===== src/rtl/vga_pkg.sv =====
// rtl/vga_pkg.sv - shared VGA pipeline widths, ball sprite constants and stream bundle type
package vga_pkg;

  localparam int          HCNT_W      = 11;
  localparam int          RGB_W       = 12;
  localparam int          PIX_W       = 4;
  localparam int          BALL_SIZE   = 64;
  localparam int          BALL_ADDR_W = 12;
  localparam logic [3:0]  TRANSP_IDX  = 4'h0;
  localparam logic [11:0] BBOX_COLOUR = 12'hF00;

  // Timing plus colour as it travels down the overlay pipeline.
  typedef struct packed {
    logic [HCNT_W-1:0] hcount;
    logic [HCNT_W-1:0] vcount;
    logic              hsync;
    logic              vsync;
    logic              hblnk;
    logic              vblnk;
    logic [RGB_W-1:0]  rgb;
  } vga_bus_t;

endpackage


===== src/rtl/ball_palette.sv =====
// rtl/ball_palette.sv - fixed 16-entry ball palette, 4-bit index to 12-bit rgb
module ball_palette
  import vga_pkg::*;
(
  input  logic [PIX_W-1:0] idx,
  output logic [RGB_W-1:0] rgb
);

  // Entry 0 is the transparent index and is never displayed.
  always_comb begin
    rgb = 12'h000;
    case (idx)
      4'h0: rgb = 12'h000;
      4'h1: rgb = 12'hFFF;
      4'h2: rgb = 12'hF00;
      4'h3: rgb = 12'h0F0;
      4'h4: rgb = 12'h00F;
      4'h5: rgb = 12'hFF0;
      4'h6: rgb = 12'hF0F;
      4'h7: rgb = 12'h0FF;
      4'h8: rgb = 12'h888;
      4'h9: rgb = 12'hCCC;
      4'hA: rgb = 12'h840;
      4'hB: rgb = 12'hF80;
      4'hC: rgb = 12'h08F;
      4'hD: rgb = 12'h4A4;
      4'hE: rgb = 12'hA4A;
      4'hF: rgb = 12'h222;
      default: rgb = 12'h000;
    endcase
  end

endmodule


===== src/rtl/draw_ball.sv =====
// rtl/draw_ball.sv - 3-stage ball sprite overlay; DRAW_BALL_BBOX_EN adds a debug bounding box
module draw_ball #(
  parameter int         BALL_SIZE  = vga_pkg::BALL_SIZE,
  parameter logic [3:0] TRANSP_IDX = vga_pkg::TRANSP_IDX
) (
  input  logic                          clk,
  input  logic                          rst_n,
  input  logic [vga_pkg::HCNT_W-1:0]    hcount_in,
  input  logic [vga_pkg::HCNT_W-1:0]    vcount_in,
  input  logic                          hsync_in,
  input  logic                          vsync_in,
  input  logic                          hblnk_in,
  input  logic                          vblnk_in,
  input  logic [vga_pkg::RGB_W-1:0]     rgb_in,
  input  logic [vga_pkg::HCNT_W-1:0]    xpos,
  input  logic [vga_pkg::HCNT_W-1:0]    ypos,
  output logic [vga_pkg::BALL_ADDR_W-1:0] rom_addr,
  input  logic [vga_pkg::PIX_W-1:0]     rom_pixel,
  output logic [vga_pkg::HCNT_W-1:0]    hcount_out,
  output logic [vga_pkg::HCNT_W-1:0]    vcount_out,
  output logic                          hsync_out,
  output logic                          vsync_out,
  output logic                          hblnk_out,
  output logic                          vblnk_out,
  output logic [vga_pkg::RGB_W-1:0]     rgb_out
);

  import vga_pkg::*;

  localparam int OFS_W = $clog2(BALL_SIZE);

  logic              vblnk_prev;
  logic [HCNT_W-1:0] x_lat;
  logic [HCNT_W-1:0] y_lat;

  // Position only moves at the start of vertical blank, so a frame never tears.
  always_ff @(posedge clk or negedge rst_n) begin
    if (!rst_n) begin
      vblnk_prev <= 1'b0;
      x_lat      <= '0;
      y_lat      <= '0;
    end else begin
      vblnk_prev <= vblnk_in;
      if (vblnk_in && !vblnk_prev) begin
        x_lat <= xpos;
        y_lat <= ypos;
      end
    end
  end

  // Stage 1 combinational: box test on 12-bit sums so a ball near the right edge clips.
  logic [HCNT_W:0]  h_ext, v_ext, x_ext, y_ext;
  logic [OFS_W-1:0] dx, dy;
  logic             in_box_c;
  logic             blank_c;
  logic [BALL_ADDR_W-1:0] addr_c;
  vga_bus_t         bus_in;

  always_comb begin
    h_ext    = {1'b0, hcount_in};
    v_ext    = {1'b0, vcount_in};
    x_ext    = {1'b0, x_lat};
    y_ext    = {1'b0, y_lat};
    dx       = hcount_in[OFS_W-1:0] - x_lat[OFS_W-1:0];
    dy       = vcount_in[OFS_W-1:0] - y_lat[OFS_W-1:0];
    in_box_c = (h_ext >= x_ext) && (h_ext < x_ext + (HCNT_W+1)'(BALL_SIZE)) &&
               (v_ext >= y_ext) && (v_ext < y_ext + (HCNT_W+1)'(BALL_SIZE));
    blank_c  = hblnk_in | vblnk_in;
    addr_c   = in_box_c ? BALL_ADDR_W'({dy, dx}) : '0;
    bus_in   = '{hcount: hcount_in, vcount: vcount_in, hsync: hsync_in, vsync: vsync_in,
                 hblnk: hblnk_in, vblnk: vblnk_in, rgb: rgb_in};
  end

`ifdef DRAW_BALL_BBOX_EN
  logic border_c, border_d1, border_d2;
  always_comb begin
    border_c = in_box_c &&
               (dx == '0 || dx == '1 || dy == '0 || dy == '1);
  end

  always_ff @(posedge clk or negedge rst_n) begin
    if (!rst_n) begin
      border_d1 <= 1'b0;
      border_d2 <= 1'b0;
    end else begin
      border_d1 <= border_c;
      border_d2 <= border_d1;
    end
  end
`endif

  vga_bus_t bus_d1, bus_d2;
  logic     in_box_d1, in_box_d2;
  logic     blank_d1, blank_d2;

  // Stages 1 and 2: rom_addr leaves with stage 1, ROM data returns alongside stage 2.
  always_ff @(posedge clk or negedge rst_n) begin
    if (!rst_n) begin
      rom_addr  <= '0;
      bus_d1    <= '0;
      bus_d2    <= '0;
      in_box_d1 <= 1'b0;
      in_box_d2 <= 1'b0;
      blank_d1  <= 1'b0;
      blank_d2  <= 1'b0;
    end else begin
      rom_addr  <= addr_c;
      bus_d1    <= bus_in;
      in_box_d1 <= in_box_c;
      blank_d1  <= blank_c;
      bus_d2    <= bus_d1;
      in_box_d2 <= in_box_d1;
      blank_d2  <= blank_d1;
    end
  end

  logic [RGB_W-1:0] pal_rgb;
  logic [RGB_W-1:0] rgb_next;

  ball_palette u_palette (
    .idx (rom_pixel),
    .rgb (pal_rgb)
  );

  always_comb begin
    rgb_next = bus_d2.rgb;
    if (in_box_d2 && !blank_d2 && rom_pixel != TRANSP_IDX)
      rgb_next = pal_rgb;
`ifdef DRAW_BALL_BBOX_EN
    if (border_d2 && !blank_d2)
      rgb_next = BBOX_COLOUR;
`endif
  end

  // Stage 3: every timing signal gets the same three-clock delay as rgb.
  always_ff @(posedge clk or negedge rst_n) begin
    if (!rst_n) begin
      hcount_out <= '0;
      vcount_out <= '0;
      hsync_out  <= 1'b0;
      vsync_out  <= 1'b0;
      hblnk_out  <= 1'b0;
      vblnk_out  <= 1'b0;
      rgb_out    <= '0;
    end else begin
      hcount_out <= bus_d2.hcount;
      vcount_out <= bus_d2.vcount;
      hsync_out  <= bus_d2.hsync;
      vsync_out  <= bus_d2.vsync;
      hblnk_out  <= bus_d2.hblnk;
      vblnk_out  <= bus_d2.vblnk;
      rgb_out    <= rgb_next;
    end
  end

endmodule


===== config.mk =====
export PLATFORM = sky130hd
export DESIGN_NAME = draw_ball
export DESIGN_NICKNAME = d
export VERILOG_FILES = /design/src/rtl/vga_pkg.sv /design/src/rtl/ball_palette.sv /design/src/rtl/draw_ball.sv
export SDC_FILE = /design/constraint.sdc
export NUM_CORES = 1
export LEC_CHECK = 0
export BUFFER_PORTS_ARGS = -buffer_cell sky130_fd_sc_hd__clkbuf_2
export CORE_ASPECT_RATIO = 1.75
export CORE_MARGIN = 1.5
export CORE_UTILIZATION = 45
export CTS_BUF_LIST = sky130_fd_sc_hd__clkbuf_16
export DETAILED_ROUTE_END_ITERATION = 8
export PLACE_DENSITY_LB_ADDON = 0.3
export SYNTH_ARGS = -nofsm -noshare
export SYNTH_HDL_FRONTEND = slang
export SYNTH_HIERARCHICAL = 1
export SYNTH_SLANG_ARGS = --single-unit
export TNS_END_PERCENT = 30

===== constraint.sdc =====
create_clock -name clk -period 4.26 [get_ports clk]
set_clock_uncertainty 0.05 [all_clocks]
set_input_delay 1.278 -clock clk [delete_from_list [all_inputs] [get_ports clk]]
set_output_delay 1.278 -clock clk [all_outputs]
set_load 0.1 [all_outputs]

=== Word level (Yosys, flattened, before mapping) ===
Memory sizes are Yosys's and may differ from the RTL's.
Cells that the tools add are included.

* Bits in registers: 152
* Bits in latches: 0
* RAM bits: 0
* ROM bits: 192
* Output and inout port bits: 50
* Word-level logic and storage cells: 49
* Memories: 1

* Add/subtract/negate cells: 4
* Multiply operators: 0
* Div/mod/pow operators: 0
* Magnitude comparators: 4
* Eq/ne operators: 0
* Shift operators: 0
* Muxes and demuxes: 2
* Bitwise operators: 1
* Reductions and logical operators: 9

{| class="wikitable"
|+ Memories
! memory !! depth !! bits a word !! read ports !! clocked after Yosys merged registers in !! wr ports !! line !! source
|-
| (name not given) || 16 || 12 || 1 || 0 || 0 || ball_palette.sv:12 || <nowiki>case (idx)</nowiki>
|}

{| class="wikitable"
|+ Operators by type and width
! kind !! count
|-
| adder 11 x 7 -> 12 bit (second input constant) || 2
|-
| less-than comparator 11 x 12 -> 1 bit || 2
|-
| two-way mux 12 bit || 2
|-
| greater-or-equal comparator 11 bit || 2
|-
| subtractor 6 bit || 2
|-
| logical AND 1 bit || 6
|-
| nonzero test 4 bit || 1
|-
| logical NOT 1 bit || 2
|-
| bitwise OR 1 bit || 1
|}

=== Logic depth before layout (Yosys ltp) ===
Gate-level depths: netlist (run 1).

* Depth after elaboration: 6
* Mapped depth: 10
* Gate-level depth less buffers: 9

=== Hierarchy ===
The synthesis (run 1) kept the hierarchy.

{| class="wikitable"
|+ Modules (own cells, without submodules)
! module !! instances !! cells each !! area each (um2)
|-
| draw_ball || 1 || 389 || 5460.2
|-
| ball_palette || 1 || 40 || 270.3
|}

=== Least setup slack after synthesis (run 1) ===
Ideal clock, no wire load.

* Path kind: input port to flip-flop
* Start point: input port vcount_in[0] in the netlist's numbering
* End point: register rom_addr[1] in the netlist's numbering
* Data arrival time: 3.189 ns
* Setup slack: 0.954 ns
* Cell stages on the path: 10
* Buffers on the path: 1
* Cells stage by stage: inv_1 -> ha_1 -> inv_1 -> fa_1 -> a211o_1 -> a21oi_2 -> o2111ai_1 -> a222oi_1 -> buf_4 -> and3_1

* Word-level cells in the longest chain between the ends: 4
* Elaborated cells between the ends (all ways): 5
* Classes of those cells: order compare: 2; mux: 1; reduce/logical: 2

{| class="wikitable"
|+ Ends and longest elaborated chain
! what !! line !! source
|-
| from (decl) || draw_ball.sv:9 || <nowiki>input logic [vga_pkg::HCNT_W-1:0] vcount_in,</nowiki>
|-
| greater-or-equal comparator 11 bit || draw_ball.sv:67 || <nowiki>(v_ext >= y_ext) && (v_ext < y_ext + (HCNT_W+1)'(BALL_SIZE));</nowiki>
|-
| logical AND 1 bit || draw_ball.sv:66 || <nowiki>in_box_c = (h_ext >= x_ext) && (h_ext < x_ext + (HCNT_W+1)'(BALL_SIZE)) &&</nowiki>
|-
| logical AND 1 bit (*) || draw_ball.sv:67 ||
|-
| two-way mux 12 bit (*) || draw_ball.sv:69 || <nowiki>addr_c = in_box_c ? BALL_ADDR_W'({dy, dx}) : '0;</nowiki>
|-
| named net addr_c[1] || draw_ball.sv:56 || <nowiki>logic [BALL_ADDR_W-1:0] addr_c;</nowiki>
|-
| to (signal assigned) || draw_ball.sv:107 || <nowiki>rom_addr <= addr_c;</nowiki>
|-
| to (decl) || draw_ball.sv:17 || <nowiki>output logic [vga_pkg::BALL_ADDR_W-1:0] rom_addr,</nowiki>
|}

The timed path passes the listed nets; every way through them passes the cells marked *.
A chain may end at the register's enable or synchronous reset.

=== Final worst setup path (run 1) ===
* Start point: input port vcount_in[0] in the netlist's numbering
* End point: register rom_addr[5] in the netlist's numbering

Same word-level chain as after synthesis.

==> impl_metrics.py, run 1 <==
metrics = {
    "floorplanning": {
        "dieHeight_um": 152,
        "num_rows": 54,
        "io_pins": 116,
        "start_util": 0.461,
        "fp.dieW_um": 88.3,
        "core_mm2": 0.0124,
        "die_area_mm2": 0.0134,
    },
    "setup_path": {
        "crit_required_ps": 4540,
        "crit_arrival_ps": 3380,
        "rrSetupSlack_ps": 1770,
        "critical-path-max-stage-delay_ps": 430,
        "crit_top_cell": "inv_1",
        "critPathCaptureType": "flip-flop",
        "worstSetupStartpoint": "vcount_in[0]",
        "cp_max_fo": 13,
        "path_cells": "clkbuf_2 -> inv_1 -> ha_1 -> inv_1 -> fa_1 -> a211o_1 -> a21oi_2 -> o2111ai_1 -> a222oi_1 -> buf_4 -> and4_1",
        "cp-start-kind": "input pin",
        "critPathSlowestCell": "fa_1",
        "r2r_start": "x_lat[6]$_DFFE_PN0P_",
        "r2r-end": "rom_addr[5]$_DFF_PN0_",
        "ff2ff_path_depth": 9,
        "critPathCapture": "rom_addr[5]$_DFF_PN0_",
        "path_class": "in -> reg",
    },
    "cts": {
        "clock-sinks": 152,
        "clk_pin_slew_ps": 60,
        "cts_buffer_depth": 2,
        "worstSkewPairLatency_ps": 400,
        "cts_buffers": 17,
        "cts_tree": "yes",
        "holdBufCountCts": 0,
        "h-tree-depth": 4,
        "cts_setup_buffers": 0,
        "cts_resized": 0,
        "clockRootBuffer": "clkbuf_16",
    },
    "synthesis": {
        "syn_area_per_cell_um2": 13.4,
        "ys_seq_elements": 152,
        "ys.flop_type": "dfrtp_1",
        "synthArstFlopShare": 1.00,
        "syn_nets": 537,
        "ys_warn_count": 6,
        "synth_cell_types": 52,
        "yosysSeqAreaShare": 0.664,
        "netlist_instances": 429,
        "synth-edff-count": 0,
        "synth_area_mm2": 0.00573,
    },
    "routing": {
        "first_iter_violations": 109,
        "ant_nets": 0,
        "routedWlPerCell_um": 14.8,
        "viasPerCell": 4.94,
        "routed-via-count": 3653,
        "wl_um": 10900,
        "drcViolationCount": 0,
        "drt-pass1-iter-count": 4,
    },
    "sta": {
        "max_freq_mhz": 323,
        "slew_headroom": 0.490,
        "slew_violations": 0,
        "rsz0062_at_grt": "false",
        "hold_viol": 0,
        "tightest_slew_ps": 759,
        "fin_crit_ps": 3100,
        "setup_viol": 0,
        "fin_crit_sh": 0.727,
        "tns_ps": 0,
    },
    "outcome": {
        "status": "finished, final reports clean",
    },
    "job": {
        "max-cap-violations": 0,
    },
    "placement": {
        "place.gp.congestion": 0.825,
        "io_buffers": 115,
        "dp_hpwl_um": 8110,
    },
    "layout": {
        "layout_common_cells": "dfrtp_1, clkbuf_2, ha_1",
        "utilization": 0.568,
        "layout-drive-gt1-share": 0.284,
        "nets": 666,
        "area_growth_pct": 23.2,
        "final_common_cell": "dfrtp_1",
        "antennaDiodeCount": 0,
    },
    "global_route": {
        "antenna_found_initial": 0,
        "grt_overflow": 0,
        "grt_pass1_wl_um": 18100,
        "grt_pass1_vias": 3928,
        "grt_max_degree": 70,
        "grt_use_total": 0.178,
    },
    "power_and_ir_drop": {
        "leakagePower_nw": 3.49,
        "p_per_area_mw_per_mm2": 524,
        "irDropWorstVdd_mv": 0.280,
    },
    "worst_hold_path": {
        "min_path_type": "reg -> reg",
    },
}
## registers in the layout, summed over array words and instances (netlist names)
signal / flops
blank_d1: 1
blank_d2: 1
bus_d1: 38
bus_d2: 38
hblnk_out: 1
hcount_out: 11
hsync_out: 1
in_box_d1: 1
in_box_d2: 1
rgb_out: 12
rom_addr: 12
vblnk_out: 1
vcount_out: 11
vsync_out: 1
x_lat: 11
y_lat: 11
## worst min-delay path by stage
stage | depth (start not counted) | end | start
2_1_floorplan | 0 | blank_d2$_DFF_PN0_ | blank_d1$_DFF_PN0_
3_3_place_gp | 0 | bus_d2[14]$_DFF_PN0_ | bus_d1[14]$_DFF_PN0_
3_5_place_dp | 0 | bus_d2[13]$_DFF_PN0_ | bus_d1[13]$_DFF_PN0_
4_1_cts | 0 | bus_d2[37]$_DFF_PN0_ | bus_d1[37]$_DFF_PN0_
5_1_grt | 0 | vcount_out[10]$_DFF_PN0_ | bus_d2[26]$_DFF_PN0_
6_report | 0 | bus_d2[13]$_DFF_PN0_ | bus_d1[13]$_DFF_PN0_
## layer usage
metal,global-route usage,wire [um],up-vias
met2,0.314,5880,106
met5,0,0,-
li1,-,-,1724
met3,0.0477,488,29
met4,0.0863,382,0
met1,0.190,4160,1794
## critical path, delay by kind of cell
family | cells | cell delay (ps)
AOI/OAI and AO/OA | 4 | 910
adders and majority gates | 2 | 580
buffers and inverters | 4 | 430
and+or+nand+nor | 1 | 190
## synth_stat cells (2+ instances only)
cell	instances	area [um^2]
o21ai_0	12	60.1
a211oi_1	3	22.5
fa_1	2	40.0
nor2b_1	6	37.5
o211ai_1	2	15.0
and3b_1	2	17.5
mux2_1	14	158
dfrtp_1	152	3800
inv_2	2	7.51
a21oi_1	17	85.1
nand3_1	11	55.1
o21ai_1	23	115
buf_4	2	15.0
a21o_1	6	45.0
nand2_1	34	128
clkbuf_1	7	26.3
inv_1	30	113
xor2_1	3	26.3
buf_6	2	22.5
a211o_1	2	17.5
nor2_1	8	30.0
xnor2_1	8	70.1
mux2i_1	2	20.0
a31oi_1	3	18.8
nor3_1	2	10.0
ha_1	40	500
and3_1	9	56.3
## cell type report
| cell class | instances | area (um^2) |
|---|---|---|
| Clock buffer | 17 | 425 |
| Clock inverter | 15 | 118 |
| Fill cell | 1062 | 5370 |
| Inverter | 32 | 120 |
| Multi-Input combinational cell | 234 | 1750 |
| Sequential cell | 152 | 3800 |
| Tap cell | 168 | 210 |
| Timing Repair Buffer | 121 | 639 |
## cells by family (layout without fill, tap and decap cells)
family          count (synthesis)  after routing  synth area share
compound gates                 81             81            0.0873
fa+ha+maj                      42             42            0.0943
buf+inv                        43            185            0.0321
xor+xnor                       11             11            0.0168
flops                         152            152             0.664
mux                            17             17            0.0336
simple gates                   83             83            0.0721
## power breakdown
group	switching (mW)	internal, mW
Sequential	0.0371	1.55
Clock	0.605	0.754
Combinational	0.546	0.209
Total	1.19	2.51
## through the flow
step / setup WS [ps] / total power, mW / std cells / hold WS (ps) / instance area (um^2)
after global routing: 1040 / 3.87 / 739 / 297 / 7060
final: 1160 / 3.70 / 739 / 296 / 7060
after global placement: 812 / 2.35 / 707 / 281 / 6520
after floorplan: 954 / 2.17 / 429 / 281 / 5730
after detailed placement: 763 / 2.37 / 707 / 285 / 6520
after CTS: 1170 / 3.74 / 739 / 296 / 7060
No activity file was read; power rests on OpenSTA's default activity.
==> inputs of run 2 (changes only) <==
- ABC_AREA: not set -> 1
- clock period: 4.26 -> 2.7 ns (I/O delays scaled with it)
==> impl_metrics.py, run 2 <==
metrics = {
    "placement": {
        "place.gp.congestion": 0.860,
        "io_buffers": 115,
        "post-place-ws_ps": 58.9,
        "dp_hpwl_um": 8750,
        "post_dp_cell_area_mm2": 0.00672,
    },
    "global_route": {
        "grt_pass1_wl_um": 19000,
        "grt_use_total": 0.184,
        "grt_max_degree": 51,
        "grt_overflow": 0,
        "grt_pass1_vias": 4198,
        "antenna_found_initial": 0,
    },
    "sta": {
        "tns_ps": 0,
        "tightest_slew_ps": 611,
        "hold_viol": 0,
        "fin_crit_ps": 2330,
        "slew_headroom": 0.591,
        "rsz0062_at_grt": "false",
        "max_freq_mhz": 429,
        "slew_violations": 0,
        "fin_crit_sh": 0.864,
        "setup_viol": 0,
        "layout_setup_ws_ps": 367,
    },
    "setup_path": {
        "critPathSlowestCell": "dfrtp_1",
        "cp-start-kind": "flip-flop",
        "path_cells": "ha_1 -> nand3_1 -> xor2_1 -> ha_1 -> a21oi_1 -> nand2_1 -> nand2_1 -> nand2_1 -> a21oi_2 -> nand2_2 -> nor3_1",
        "cp_max_fo": 13,
        "crit_arrival_ps": 2610,
        "critical-path-max-stage-delay_ps": 430,
        "critPathCaptureType": "flip-flop",
        "path_class": "reg -> reg",
        "crit_required_ps": 2970,
        "crit_top_cell": "nand2_1",
    },
    "routing": {
        "wl_um": 11700,
        "drt-pass1-iter-count": 4,
        "met1_length_um": 4200,
        "top_layer_used": "met4",
        "wl_met2_um": 6520,
        "wl_met3_um": 595,
        "routed-via-count": 3920,
        "first_iter_violations": 165,
        "routedWlPerCell_um": 13.9,
        "drcViolationCount": 0,
        "ant_nets": 0,
        "viasPerCell": 4.68,
    },
    "floorplanning": {
        "start_util": 0.459,
        "num_rows": 55,
        "dieHeight_um": 155,
        "core_mm2": 0.0129,
        "fp.dieW_um": 89.6,
        "die_area_mm2": 0.0138,
        "io_pins": 116,
    },
    "synthesis": {
        "yosysSeqAreaShare": 0.644,
        "syn_area_per_cell_um2": 11.3,
        "ys_top_cells_by_count": "dfrtp_1, nand2_1, inv_1, ha_1, nor2_1",
        "ys_seq_elements": 152,
        "ys_warn_count": 6,
        "ys_top_cells_by_area": "dfrtp_1, ha_1, nand2_1",
        "synth_area_mm2": 0.00590,
        "yosysMostFrequentCell": "dfrtp_1",
        "synth-edff-count": 0,
        "synth_cell_types": 29,
        "netlist_instances": 523,
        "yosys.area.top_type": "dfrtp_1",
        "synth_top_area_share": 0.644,
        "syn_nets": 631,
        "ys.flop_type": "dfrtp_1",
        "synthArstFlopShare": 1.00,
    },
    "cts": {
        "holdBufCountCts": 0,
        "clock-sinks": 152,
        "cts_buffer_depth": 2,
        "cts_tree": "yes",
        "cts_setup_buffers": 0,
        "worstSkewPairLatency_ps": 410,
        "clk_pin_slew_ps": 60,
        "h-tree-depth": 4,
        "clockRootBuffer": "clkbuf_16",
        "cts_resized": 0,
        "cts_buffers": 17,
    },
    "power_and_ir_drop": {
        "p_seq_frac": 0.405,
        "combPwrFrac": 0.185,
        "p_per_area_mw_per_mm2": 835,
        "fin_total_pwr_mw": 6.13,
        "p_int_mw": 4.36,
        "leakagePower_nw": 3.87,
        "power_frac_clock": 0.410,
        "irDropWorstVdd_mv": 0.377,
        "p_switching_mw": 1.77,
        "switching_share": 0.289,
    },
    "layout": {
        "layout_common_cells": "dfrtp_1, clkbuf_2, nand2_1",
        "final_common_cell": "dfrtp_1",
        "antennaDiodeCount": 0,
        "nets": 763,
        "fin_area_mm2": 0.00735,
        "area_growth_pct": 24.5,
        "top_regs": "bus_d1 x38, bus_d2 x38",
        "nFillCells": 1088,
        "layout-drive-gt1-share": 0.258,
    },
    "outcome": {
        "status": "finished, final reports clean",
    },
    "worst_hold_path": {
        "min_path_type": "in -> async",
    },
    "job": {
        "max-cap-violations": 0,
    },
}
## run 2: stage by stage
| step | hold slack (ps) | util | instances |
|---|---|---|---|
| CTS | 294 | 0.571 | 837 |
| global route | 301 | 0.571 | 837 |
| finish | 296 | 0.571 | 837 |
| floorplan | 281 | - | 523 |
| detailed placement | 285 | 0.522 | 807 |
| global placement | 281 | 0.522 | 807 |
## run 2: path summary, 6_finish.rpt
check | cells past startpoint | startpoint | end | slack (ps)
setup / recovery | 11 | x_lat[6]$_DFFE_PN0P_ | rom_addr[0]$_DFF_PN0_ | 370
hold / removal | 1 | rst_n | bus_d1[10]$_DFF_PN0_ | 300
setup reg to reg | 11 | x_lat[6]$_DFFE_PN0P_ | rom_addr[0]$_DFF_PN0_ | 370
hold reg to reg | 0 | bus_d1[14]$_DFF_PN0_ | bus_d2[14]$_DFF_PN0_ | 300
max in group asynchronous | 2 | rst_n | bus_d2[12]$_DFF_PN0_ | 1680
min in group clk | 0 | bus_d1[14]$_DFF_PN0_ | bus_d2[14]$_DFF_PN0_ | 300
## run 2: metal layers
| layer | up-vias | GRT usage |
|---|---|---|
| met5 | - | 0 |
| met4 | 0 | 0.0850 |
| met3 | 31 | 0.0523 |
| met2 | 107 | 0.333 |
| met1 | 1879 | 0.187 |
| li1 | 1903 | - |
## run 2: area by class of cell
cell class | count | area [um^2] | share of cell area
multi-input cells | 291 | 1770 | 0.241
inverters | 71 | 267 | 0.0363
well taps | 171 | 214 | 0.0291
clock inverters | 13 | 205 | 0.0279
clock buffers | 17 | 425 | 0.0579
repair buffers | 122 | 659 | 0.0897
flip-flops and latches | 152 | 3800 | 0.518
## run 2: cells by family after synthesis
family / after synthesis / synth area share
simple gates: 182 / 0.137
fa+ha+maj: 42 / 0.0915
buf+inv: 80 / 0.0553
xor+xnor: 12 / 0.0178
compound gates: 53 / 0.0502
flops: 152 / 0.644
mux: 2 / 0.00381
## run 2: power groups by stage
stage | Sequential [mW] | Clock (mW) | Combinational [mW]
2_1_floorplan | 2.84 | 0 | 0.515
3_3_place_gp | 2.52 | 0 | 1.11
3_5_place_dp | 2.53 | 0 | 1.14
4_1_cts | 2.49 | 2.57 | 1.15
5_1_grt | 2.50 | 2.67 | 1.25
6_report | 2.48 | 2.51 | 1.13
## run 2: critical path, delay by kind of cell (launching register included)
family                     cells  cell delay [ps]
and+or+nand+nor                6              760
adders and majority gates      2              530
DFF                            1              430
AOI/OAI and AO/OA              2              300
xor gates and xnor gates       1              170
